[src/rtl/led_code_sequencer.sv]
// Status LED arbiter/sequencer: grants the LED to the highest-priority valid requester
// and plays its code as N unit-long pulses followed by a dark gap.
//
//  state  | meaning
//  IDLE   | no sequence; led follows idle_led (1 cycle late); arbitrate every cycle
//  ON     | pulse high for one unit
//  OFF    | dark unit between pulses
//  GAP    | dark gap after last pulse; done + re-arbitration on its last cycle
module led_code_sequencer #(
    parameter int UNIT_CYCLES = 2_500_000,
    parameter int GAP_UNITS   = 4
) (
    input  logic       clk,
    input  logic       rst_n,
    input  logic [3:0] req,
    input  logic [3:0] code0,
    input  logic [3:0] code1,
    input  logic [3:0] code2,
    input  logic [3:0] code3,
    input  logic       idle_led,
    output logic       led,
    output logic [3:0] grant,
    output logic       busy,
    output logic       done
);

    localparam int UW = $clog2(UNIT_CYCLES);
    localparam int GW = $clog2(GAP_UNITS + 1);
    localparam logic [UW-1:0] UNIT_LAST = UW'(UNIT_CYCLES - 1);
    localparam logic [UW-1:0] UNIT_PRE  = UW'(UNIT_CYCLES - 2);
    localparam logic [GW-1:0] GAP_LAST  = GW'(GAP_UNITS - 1);

    typedef enum logic [1:0] {S_IDLE, S_ON, S_OFF, S_GAP} state_t;

    state_t        r_state;
    logic [3:0]    r_pcnt;
    logic [UW-1:0] r_unit_cnt;
    logic [GW-1:0] r_gap_cnt;
    logic          r_led;
    logic [3:0]    r_grant;
    logic          r_busy;
    logic          r_done;

    logic [3:0] w_code [4];
    logic [3:0] w_valid;
    logic [3:0] w_win;
    logic [3:0] w_win_code;
    logic       w_any;
    logic       w_tick;

    assign w_code[0] = code0;
    assign w_code[1] = code1;
    assign w_code[2] = code2;
    assign w_code[3] = code3;

    always_comb begin
        w_win      = '0;
        w_win_code = '0;
        for (int i = 0; i < 4; i++) begin
            w_valid[i] = req[i] && (w_code[i] != 4'd0);
        end
        // Descending scan so the lowest valid index is the last (winning) assignment.
        for (int i = 3; i >= 0; i--) begin
            if (w_valid[i]) begin
                w_win      = '0;
                w_win[i]   = 1'b1;
                w_win_code = w_code[i];
            end
        end
    end

    assign w_any  = |w_valid;
    assign w_tick = (r_unit_cnt == UNIT_LAST);

    always_ff @(posedge clk or negedge rst_n) begin
        if (!rst_n) begin
            r_state    <= S_IDLE;
            r_pcnt     <= '0;
            r_unit_cnt <= '0;
            r_gap_cnt  <= '0;
            r_led      <= 1'b0;
            r_grant    <= '0;
            r_busy     <= 1'b0;
            r_done     <= 1'b0;
        end else begin
            r_done <= 1'b0;
            case (r_state)
                S_IDLE: begin
                    r_led      <= idle_led;
                    r_unit_cnt <= '0;
                    r_gap_cnt  <= '0;
                    if (w_any) begin
                        r_state <= S_ON;
                        r_led   <= 1'b1;
                        r_grant <= w_win;
                        r_busy  <= 1'b1;
                        r_pcnt  <= w_win_code;
                    end
                end
                S_ON: begin
                    if (w_tick) begin
                        r_unit_cnt <= '0;
                        r_led      <= 1'b0;
                        if (r_pcnt > 4'd1) begin
                            r_pcnt  <= r_pcnt - 4'd1;
                            r_state <= S_OFF;
                        end else begin
                            r_gap_cnt <= '0;
                            r_state   <= S_GAP;
                        end
                    end else begin
                        r_unit_cnt <= r_unit_cnt + UW'(1);
                    end
                end
                S_OFF: begin
                    if (w_tick) begin
                        r_unit_cnt <= '0;
                        r_led      <= 1'b1;
                        r_state    <= S_ON;
                    end else begin
                        r_unit_cnt <= r_unit_cnt + UW'(1);
                    end
                end
                S_GAP: begin
                    // done is registered, so raise it one cycle ahead of the final GAP cycle.
                    r_done <= (r_unit_cnt == UNIT_PRE) && (r_gap_cnt == GAP_LAST);
                    if (w_tick) begin
                        r_unit_cnt <= '0;
                        if (r_gap_cnt == GAP_LAST) begin
                            r_gap_cnt <= '0;
                            if (w_any) begin
                                r_state <= S_ON;
                                r_led   <= 1'b1;
                                r_grant <= w_win;
                                r_pcnt  <= w_win_code;
                            end else begin
                                r_state <= S_IDLE;
                                r_led   <= idle_led;
                                r_grant <= '0;
                                r_busy  <= 1'b0;
                            end
                        end else begin
                            r_gap_cnt <= r_gap_cnt + GW'(1);
                        end
                    end else begin
                        r_unit_cnt <= r_unit_cnt + UW'(1);
                    end
                end
                default: r_state <= S_IDLE;
            endcase
        end
    end

    assign led   = r_led;
    assign grant = r_grant;
    assign busy  = r_busy;
    assign done  = r_done;

endmodule

[config.mk]
export PLATFORM = sky130hd
export DESIGN_NAME = led_code_sequencer
export DESIGN_NICKNAME = d
export VERILOG_FILES = /design/src/rtl/led_code_sequencer.sv
export SDC_FILE = /design/constraint.sdc
export NUM_CORES = 1
export LEC_CHECK = 0
export CORE_MARGIN = 2
export CORE_UTILIZATION = 55
export DETAILED_ROUTE_END_ITERATION = 6
export GPL_TIMING_DRIVEN = 1
export PLACE_DENSITY = 0.8
export RECOVER_POWER = 100
export SETUP_SLACK_MARGIN = 0.15
export SYNTH_ARGS = -nofsm -noshare
export SYNTH_HDL_FRONTEND = slang
export SYNTH_SLANG_ARGS = --single-unit
[constraint.sdc]
create_clock -name clk -period 3.3 [get_ports clk]
set_clock_uncertainty 0.15 [all_clocks]
set_input_delay 0.825 -clock clk [delete_from_list [all_inputs] [get_ports clk]]
set_output_delay 0.825 -clock clk [all_outputs]
set_load 0.02 [all_outputs]
Word level (Yosys, flattened, before mapping)
Index checks and enable logic that the tools add are counted.
W data, S select, Z words.

cells by class
  add/subtract/negate cells = 3
  magnitude comparators = 1
  equality and inequality tests = 14
  multiplexer cells = 46
  reduce and logical (&&, ||, !) cells = 20

operators by type and width
  operator                 count
  $mux W4                  17
  $eq A22 B22 Y1 const B   2
  $pmux W22 S2             1
  $add A22 B1 Y22 const B  1
  $mux W22                 1
  $ne A2 B2 Y1 const B     8
  $reduce_bool A4 Y1       4
  $reduce_and A5 Y1        3
  $mux W1                  12
  $mux W3                  4
  $pmux W4 S3              1
  $reduce_and A4 Y1        3
  $mux W2                  5
  $pmux W3 S3              1
  $pmux W2 S4              1
  $pmux W4 S2              1
  $logic_and A1 B1 Y1      5
  $eq A2 B2 Y1 const B     2
  $gt A4 B1 Y1 const B     1
  $pmux W1 S4              1
  $reduce_or A4 Y1         1
  $sub A4 B1 Y4 const B    1
  $add A3 B1 Y3 const B    1
  $eq A3 B2 Y1 const B     1
  6 further kinds          6

word-level totals
  register bits = 38
  input port bits = 23
  output and inout port bits = 7

Logic depth before layout (Yosys ltp)
  word-level depth = 10
  depth in mapped cells = 8
  gate-level depth less buffers = 8

Worst setup path before layout
Ideal clock, no wire load.

  path kind = in2reg
  from = input code1[0]
  to = register r_grant[0] (netlist: grant[0])
  setup time = 0.125 ns
  arrival time = 2.282 ns
  slack = 0.743 ns
  cell stages on the path = 6
  path buffers = 0
  cell sequence = o41ai_1 nand3_1 and2b_2 nand2_1 o211a_4 mux2_4

on the way
  longest elaborated chain between the ends = 8

RTL lines
  element                line  RTL
  from (decl)            17    input logic [3:0] code1,
  $reduce_bool A4 Y1 *   60    w_valid[i] = req[i] && (w_code[i] != 4'd0);
  $logic_and A1 B1 Y1 *  60
  $mux W4 (2 in a row)   64    if (w_valid[i]) begin
  $mux W4                131   if (w_any) begin
  $mux W4                129   if (r_gap_cnt == GAP_LAST) begin
  $mux W4                127   if (w_tick) begin
  $pmux W4 S2            87    case (r_state)
  to (signal assigned)   95    r_grant <= w_win;
  to (signal assigned)   134   r_grant <= w_win;
  to (decl)              40    logic [3:0] r_grant;

Every way passes the cells marked *; elsewhere a longest branch is shown, timed or not. The select of a mux whose other input is x is not followed.
A chain may end at the register's enable or synchronous reset.

Worst setup path after layout
  from = input code0[0]
  to = register r_state[0]

on the way
  longest elaborated chain between the ends = 7

RTL lines
  element                line  RTL
  from (decl)            16    input logic [3:0] code0,
  $reduce_bool A4 Y1 *   60
  $logic_and A1 B1 Y1 *  60
  $reduce_or A4 Y1 *     72    assign w_any = |w_valid;
  $mux W1                131
  $mux W2                129
  $mux W2                127
  $pmux W2 S4            87
  to (signal assigned)   93    r_state <= S_ON;
  to (signal assigned)   132   r_state <= S_ON;
  to (signal assigned)   137   r_state <= S_IDLE;
  to (decl)              35    state_t r_state;

Marks and branches as above.

==> out/results.txt <==
CTS root buffer: clkbuf_8
Setup crit end kind: flop
Synth top area cells: dfrtp_1 42%, ha_1 6.1%, nor2_1 5.9%
Nets: 298
Die area: 4600 um2
CP Launch Type: input port
Setup bufs post-CTS: 0
Final ANT Viol Nets: 0
Quantity of gates resized following cts: 0
Initial DRC count: 116
RR Endpoint: grant[0]
Post-synth EDFFs: 0
Critical Path Slowest Stage Cell: o41ai_1
Max VDD drop: 317 uV
Post-synth top area share: 0.424
Final setup fails: 0
Vias per inst: 5.80
Synthesized area per cell: 9.83 um2
Failing checks: capacitance limit, slew limit
All-Layer GR Usage: 0.229
TNS Setup: 0 ns
Top_reg_cell synth: dfrtp_1
Post-synth net total: 262
H-tree depth: 2
Tmin final: 2.99 ns
Clock transition at path regs: 0.08 ns
Critical path class: input port to flop
Core area: 3970 um2
Post-synthesis async set-or-reset flop share: 1.00
Mapped Cells: 228
Maximum root-to-sink buffer count: 2
Tot Pwr: 1.04 mW
Seq/Total Area, Yosys: 0.424
Ant. Diodes: 0
Remaining Overflow, GRT: 0
DRC viols: 0
Crit share post-route: 0.906
IO Pins: 30
Gp weighted congestion: 0.896
DRT Pass-1 Iters: 4
Status: complete, but fails checks
Pin count of the biggest net entering global routing: 39
Final hold violation count: 0
Synth-to-Final Area Change: 21.3%
Unrepaired setup endpoints after global routing: no
Worst-path maximum fanout: 4
Routed length on met1: 2360 um
Least-Margin Pin Slew: 1.97 ns
Clk_lat worst skew: 0.30 ns
Ratio of cells with drive above 1 in the final layout: 0.0792
Routed Wire Length: 4820 um
Worst flop-to-flop path startpoint: r_unit_cnt[6]
Multi-input gate area: 1220 um2
Critical Path Max Stage Delay: 0.59 ns
Worst Setup EP: r_state[0]
Synth warn: 0
Yosys reg bits: 38
PwrDens: 381 nW/um2
First-pass GRT wire length: 7820 um
Fin area: 2720 um2
CTS Sinks: 38
Port-buffer cells: 29
Reg-to-reg setup timing slack: 0.60 ns
Fmax: 0.334 GHz
Placed inst area: 2600 um2
Clock buffer count from CTS: 5
Wire length on met3: 198 um
Die width: 67.9 um
CTS Hold Buffers Added: 0
CTS tree: done
R2R depth: 6
Static leakage: 1.19 nW
Die Y: 67.9 um
Cell taking the most area after synthesis: dfrtp_1
Reg area: 951 um2
Worst Path Arrival: 3.03 ns
WL per Instance: 15.3 um
Vias in the first global route: 1657
FP Rows: 23
Starting Density: 0.565
Worst-path cell chain: dlygate4sd3_1, o41ai_1, nand3_1, and2b_1, nand2_1, o211ai_1, mux2_4
Synth cell types: 50
MaxCap Viol Count: 1
Initial antenna violation count: 0
DP Wirelength: 3580 um
Worst relative slew slack: -0.310
WHS: 0.344 ns
Slew Limit Fails: 39
Worst Path Required: 3.34 ns
Post-Syn Area: 2240 um2
Top routing layer used: met4
Final core utilization: 0.685
Hold/Removal Path Class: flop to flop
Crit. Startpoint: code0[0]
Via count: 1826
Fillers: 305
Met2 wire len: 2200 um
## layer usage
| layer | GRT usage | up-vias |
|---|---|---|
| met1 | 0.335 | 892 |
| met5 | 0 | - |
| met4 | 0.0750 | 0 |
| met2 | 0.338 | 38 |
| li1 | - | 891 |
| met3 | 0.0510 | 5 |
## worst min-delay path by stage
| stage | startpoint | cells after the start | to |
|---|---|---|---|
| 6_report | grant[2] | 1 | grant[2] |
| 2_1_floorplan | r_unit_cnt[0] | 1 | r_unit_cnt[0] |
| 3_3_place_gp | led | 1 | led |
| 4_1_cts | led | 1 | led |
| 3_5_place_dp | grant[1] | 1 | grant[1] |
| 5_1_grt | grant[0] | 1 | grant[0] |
## synthesized netlist by cell type, types with 2 or more instances
| master | number |
|---|---|
| a21oi_1 | 5 |
| dfrtp_1 | 38 |
| nand3_1 | 16 |
| xor2_1 | 15 |
| clkbuf_1 | 2 |
| o21ai_1 | 2 |
| a221oi_1 | 3 |
| ha_1 | 11 |
| mux2_4 | 5 |
| and2_1 | 3 |
| xnor2_1 | 5 |
| nand2_1 | 14 |
| nand2b_1 | 2 |
| nor2_1 | 35 |
| a32o_1 | 2 |
| a31oi_1 | 2 |
| and3_1 | 3 |
| nor4_1 | 3 |
| nor3_1 | 7 |
| o41ai_1 | 4 |
| a32oi_1 | 2 |
| or3_1 | 2 |
| nand4_1 | 7 |
| inv_1 | 10 |
| mux2i_1 | 5 |
## state kept, by name (all words and copies together) (netlist names)
signal	cells
done	1
r_state	2
grant	4
busy	1
r_gap_cnt	3
led	1
r_unit_cnt	22
r_pcnt	4
## power breakdown
| group | switching [mW] | total (mW) | internal, mW | leakage, nW |
|---|---|---|---|---|
| Combinational | 0.0368 | 0.0763 | 0.0395 | 0.624 |
| Clock | 0.168 | 0.491 | 0.322 | 0.0714 |
| Sequential | 0.00178 | 0.470 | 0.468 | 0.497 |
## layout by cell type, fill, tap and decap left out, types with 4 or more instances in the layout
cell type / synthesis / layout
dfrtp_1: 38 / 38
nor2_1: 35 / 35
clkdlybuf4s50_1: 0 / 20
nand3_1: 16 / 16
xor2_1: 15 / 15
nand2_1: 14 / 14
ha_1: 11 / 11
inv_1: 10 / 10
dlygate4sd3_1: 0 / 8
nor3_1: 7 / 7
nand4_1: 7 / 7
clkbuf_8: 0 / 6
xnor2_1: 5 / 5
a21oi_1: 5 / 5
mux2i_1: 5 / 5
o41ai_1: 4 / 4
mux2_1: 1 / 4
## per-stage QoR
stage / setup WS (ns) / std cells
6_report: 0.310 / 315
5_1_grt: 0.146 / 315
4_1_cts: 0.452 / 315
3_5_place_dp: 0.124 / 307
3_3_place_gp: 0.218 / 307
2_1_floorplan: 0.743 / 228
## cell type report
| class | count | share of cell area |
|---|---|---|
| Clock buffer | 6 | 0.0304 |
| Tap cell | 50 | 0.0230 |
| Timing Repair Buffer | 32 | 0.113 |
| Inverter | 10 | 0.0138 |
| Sequential cell | 38 | 0.350 |
| Multi-Input combinational cell | 177 | 0.448 |
| Clock inverter | 2 | 0.0221 |
## critical path, delay by kind of cell
family          cells  cell delay [ns]
compound gates      2             0.78
simple gates        3             0.52
mux                 1             0.33
buf+inv             1             0.57
## cells by family after synthesis
logic type,Yosys count,synth area share
XOR/XNOR,20,0.0781
AO/OA/AOI/OAI,31,0.116
AND/OR/NAND/NOR,103,0.233
multiplexers,12,0.0658
adder cells (fa/ha/maj),11,0.0614
buffers and inverters,13,0.0223
flip-flops,38,0.424
Note: power is estimated with default switching activity, not from simulation.
